<file path="src/rtl/pong_input_ctrl.sv">
// pong_input_ctrl: synchronises and conditions the five board buttons into paddle directions and a gated start pulse.
// Define PONG_INPUT_DEBOUNCE_EN to build the debounce counters; without it the synchronised level feeds the encoder directly.

module pong_input_btn #(
  parameter int DEBOUNCE_CYCLES = 500000,
  parameter int CNT_W           = 20
) (
  input  logic clk,
  input  logic reset,
  input  logic pin,
  output logic level
);

  logic s1;
  logic s2;

  always_ff @(posedge clk) begin
    if (reset) begin
      s1 <= 1'b0;
      s2 <= 1'b0;
    end else begin
      s1 <= pin;
      s2 <= s1;
    end
  end

`ifdef PONG_INPUT_DEBOUNCE_EN
  localparam logic [CNT_W-1:0] CNT_LAST = CNT_W'(DEBOUNCE_CYCLES - 1);

  logic             db;
  logic [CNT_W-1:0] cnt;

  // Any return of s2 to the held state restarts the count, so only an
  // unbroken run of DEBOUNCE_CYCLES differing samples flips db.
  always_ff @(posedge clk) begin
    if (reset) begin
      db  <= 1'b0;
      cnt <= '0;
    end else if (s2 == db) begin
      cnt <= '0;
    end else if (cnt == CNT_LAST) begin
      db  <= s2;
      cnt <= '0;
    end else begin
      cnt <= cnt + 1'b1;
    end
  end

  assign level = db;
`else
  // Counter sizing has no meaning without the debounce stage.
  localparam int unused_cfg = DEBOUNCE_CYCLES + CNT_W;

  assign level = s2;
`endif

endmodule

module pong_input_ctrl #(
  parameter int DEBOUNCE_CYCLES = 500000,
  parameter int CNT_W           = 20
) (
  input  logic       clk,
  input  logic       reset,
  input  logic       btn_left_up,
  input  logic       btn_left_down,
  input  logic       btn_right_up,
  input  logic       btn_right_down,
  input  logic       btn_start,
  input  logic       game_running,
  output logic [1:0] player_left_input,
  output logic [1:0] player_right_input,
  output logic       start_game
);

  localparam int NUM_BTN     = 5;
  localparam int BTN_L_UP    = 0;
  localparam int BTN_L_DOWN  = 1;
  localparam int BTN_R_UP    = 2;
  localparam int BTN_R_DOWN  = 3;
  localparam int BTN_START   = 4;

  logic [NUM_BTN-1:0] raw;
  logic [NUM_BTN-1:0] level;
  logic               db_start_d;
  logic               start_edge;
  logic [1:0]         left_dir;
  logic [1:0]         right_dir;

  assign raw = {btn_start, btn_right_down, btn_right_up, btn_left_down, btn_left_up};

  genvar i;
  generate
    for (i = 0; i < NUM_BTN; i++) begin : g_btn
      pong_input_btn #(
        .DEBOUNCE_CYCLES (DEBOUNCE_CYCLES),
        .CNT_W           (CNT_W)
      ) u_btn (
        .clk   (clk),
        .reset (reset),
        .pin   (raw[i]),
        .level (level[i])
      );
    end
  endgenerate

  // Opposing buttons cancel, so 2'b11 can never reach the game logic.
  function automatic logic [1:0] encode_dir(input logic up, input logic down);
    return {up & ~down, down & ~up};
  endfunction

  assign left_dir   = encode_dir(level[BTN_L_UP], level[BTN_L_DOWN]);
  assign right_dir  = encode_dir(level[BTN_R_UP], level[BTN_R_DOWN]);
  assign start_edge = level[BTN_START] & ~db_start_d;

  // A press during a running game is dropped rather than remembered.
  always_ff @(posedge clk) begin
    if (reset) begin
      player_left_input  <= 2'b00;
      player_right_input <= 2'b00;
      start_game         <= 1'b0;
      db_start_d         <= 1'b0;
    end else begin
      player_left_input  <= left_dir;
      player_right_input <= right_dir;
      start_game         <= start_edge & ~game_running;
      db_start_d         <= level[BTN_START];
    end
  end

endmodule

</file>
<file path="config.mk">
export PLATFORM = sky130hd
export DESIGN_NAME = pong_input_ctrl
export DESIGN_NICKNAME = d
export VERILOG_FILES = /design/src/rtl/pong_input_ctrl.sv
export SDC_FILE = /design/constraint.sdc
export NUM_CORES = 1
export LEC_CHECK = 0
export ABC_AREA = 1
export CAP_MARGIN = 20
export CORE_AREA = 2 2 39 41
export CTS_CLUSTER_DIAMETER = 100
export CTS_CLUSTER_SIZE = 28
export DETAILED_ROUTE_END_ITERATION = 12
export DIE_AREA = 0 0 41 43
export RECOVER_POWER = 100
export SLEW_MARGIN = 15
export SYNTH_ARGS = -nofsm -noshare
export SYNTH_HDL_FRONTEND = slang
export SYNTH_SLANG_ARGS = --single-unit
</file>
<file path="constraint.sdc">
create_clock -name clk -period 1 [get_ports clk]
set_clock_uncertainty 0.2 [all_clocks]
set_input_delay 0.1 -clock clk [delete_from_list [all_inputs] [get_ports clk]]
set_output_delay 0.1 -clock clk [all_outputs]
set_load 0.01 [all_outputs]
</file>
==> flow_summary.yaml <==
layout:
  final_util_pct: 44.7
  fin_nets: 79
  antenna_cells: 0
  drive_above_1_share_pct: 14.3
  synthToLayoutAreaGrowth_pct: 31.4
grt:
  grt_pass1_vias: 244
  gr-usage-all-layers_pct: 8.83
  grt_first_pass_wirelength_um: 890
  grt.overflow.total: 0
  antenna_found_initial: 0
  grt_max_degree: 11
timing:
  min_period_ps: 1020
  final_hold_viol_count: 0
  finalSetupViolations: 5
  worstMarginPinSlew_ps: 140
  rsz0062_at_grt: "true"
  period_share_pct: 102
  slew_headroom_pct: 90.6
  whs_ps: 121
  fin_ws_ps: -21.0
  fmax_mhz: 979
  finalMaxSlewViolations: 0
clock_network:
  cts-root-buf: "clkbuf_4"
  tritoncts: "built"
  clock_latency_ps: 280
  cts_hold_buf: 0
  path_clk_slew_ps: 90
  cts.sinks: 16
  cts_buffers: 3
  cts_setup_buffers: 0
  clk_path_buf_depth: 2
  htree_levels: 1
worst_setup_path:
  crit_path_end_kind: "output port"
  critical_path_buf_inv_count: 1
  crit_chain: "buf_2"
  arrival_ps: 720
  critical_path_class: "reg2out"
  slowest_stage: "dfxtp_1"
  cp_top_family: "flip-flops"
  start_kind: "flip-flop"
  cp_data_required_time_ps: 700
  slowest_delay_ps: 320
  critical_path.max_fanout: 1
power:
  ir_worst_vdd_mv: 0.585
  p_per_area_nw_per_um2: 1860
  leakagePower_uw: 0.000318
  power.total_uw: 1150
yosys:
  synth-edff-count: 0
  ys_top_cells_by_area: "dfxtp_1, inv_1, nor2_1"
  synth_top_area_cell: "dfxtp_1"
  synth_cell_types: 6
  synth.avg_cell_area_um2: 8.71
  ys_ff_latch: 16
  syn_nets: 62
  yosys.area.top_type_share_pct: 68.1
  yosysMostFrequentCell: "dfxtp_1"
  synth-async-reset-ratio_pct: 0
  ys_warn_count: 0
  synth-seq-area-share_pct: 68.1
  synth.top_cells.by_count: "dfxtp_1, inv_1, nor2_1"
  synthesis.area_um2: 470
  synthFlopType: "dfxtp_1"
  syn_inst: 54
min_path:
  hold_path_class: "in2reg"
detailed_routing:
  drc: 0
  wl_per_cell_um: 6.83
  antenna_left: 0
  vias: 325
  vias_per_cell: 3.78
  drt_iter0_markers: 0
  drtPass1Iterations: 1
  drt_wl_total_um: 587
floorplan:
  die_x_um: 41
  dieHeight_um: 43
  die_area_um2: 1760
  start_util_pct: 34.0
  ios: 13
  coreArea_um2: 1380
  num_rows: 14
status:
  outcome: "complete, but fails checks"
  violations: "setup timing"
placement:
  numPortBuffers: 12
  dp_hpwl_um: 418
  gp_congestion: 0.607
job:
  cap_violations: 0
[final timing paths]
check / startpoint / end / slack, ps / depth (start not counted)
hold / removal: btn_left_up / g_btn[0].u_btn.s1 / 120 / 3
setup reg to reg: g_btn[2].u_btn.level / player_right_input[0] / 230 / 3
setup / recovery: start_game / start_game / -20 / 1
hold reg to reg: g_btn[4].u_btn.s1 / g_btn[4].u_btn.level / 200 / 2
[cells in the final DEF (no fill, tap or decap)]
cell | synthesis | final
dlygate4sd3_1 | 0 | 1
clkbuf_4 | 0 | 3
nor2_1 | 15 | 15
clkdlybuf4s50_1 | 0 | 6
clkbuf_8 | 0 | 1
inv_1 | 15 | 16
buf_2 | 0 | 5
dfxtp_1 | 16 | 16
nand2_1 | 6 | 6
buf_4 | 0 | 1
[what timing repair did]
item	4_1_cts	5_1_grt
endpoints found under the setup margin	5	5
hold endpoints to repair	0	0
resized for setup	20	0
[cell families (layout without fill, tap and decap cells)]
logic type	Yosys count	after routing	synth area share [%]
buf+inv	17	33	15.2
flops	16	16	68.1
simple gates	21	21	16.8
[layer usage]
metal | GRT usage, % | share of wire [%] | routed length [um] | vias up
met4 | 14.0 | 7.5 | 44 | 0
met3 | 3.14 | 6.1 | 36 | 5
li1 | - | - | - | 179
met2 | 12.2 | 47 | 277 | 13
met1 | 7.00 | 39 | 228 | 128
met5 | 0 | 0 | 0 | -
[metrics by stage]
stage | setup TNS, ps | instances | area [um2] | setup slack (ps)
detailed placement | -3130 | 82 | 607 | -209
global placement | -2890 | 82 | 607 | -191
floorplan | 0 | 54 | 470 | 283
global route | -259 | 86 | 618 | -66.0
CTS | -130 | 86 | 618 | -40.9
finish | -46.7 | 86 | 618 | -21.0
[where the power goes]
group | leakage (uW) | internal (uW) | total (uW) | switching [uW]
combinational | 0.000166 | 39.3 | 67.4 | 28.0
clock | 0.0000210 | 222 | 415 | 194
sequential | 0.000131 | 661 | 668 | 6.66
[flip-flops by register name (all words and copies together) (netlist names)]
name,cells
g_btn.u_btn.s1,5
db_start_d,1
player_right_input,2
start_game,1
player_left_input,2
g_btn.u_btn.level,5
[area by class of cell]
cell class              instances  area (um2)
well taps                      16        20.0
inverters                      16        60.1
clock buffers                   4        36.3
fillers                       151         766
multi-input cells              21        78.8
flip-flops and latches         16         320
repair buffers                 13         103
(Power assumes the default switching activity.)
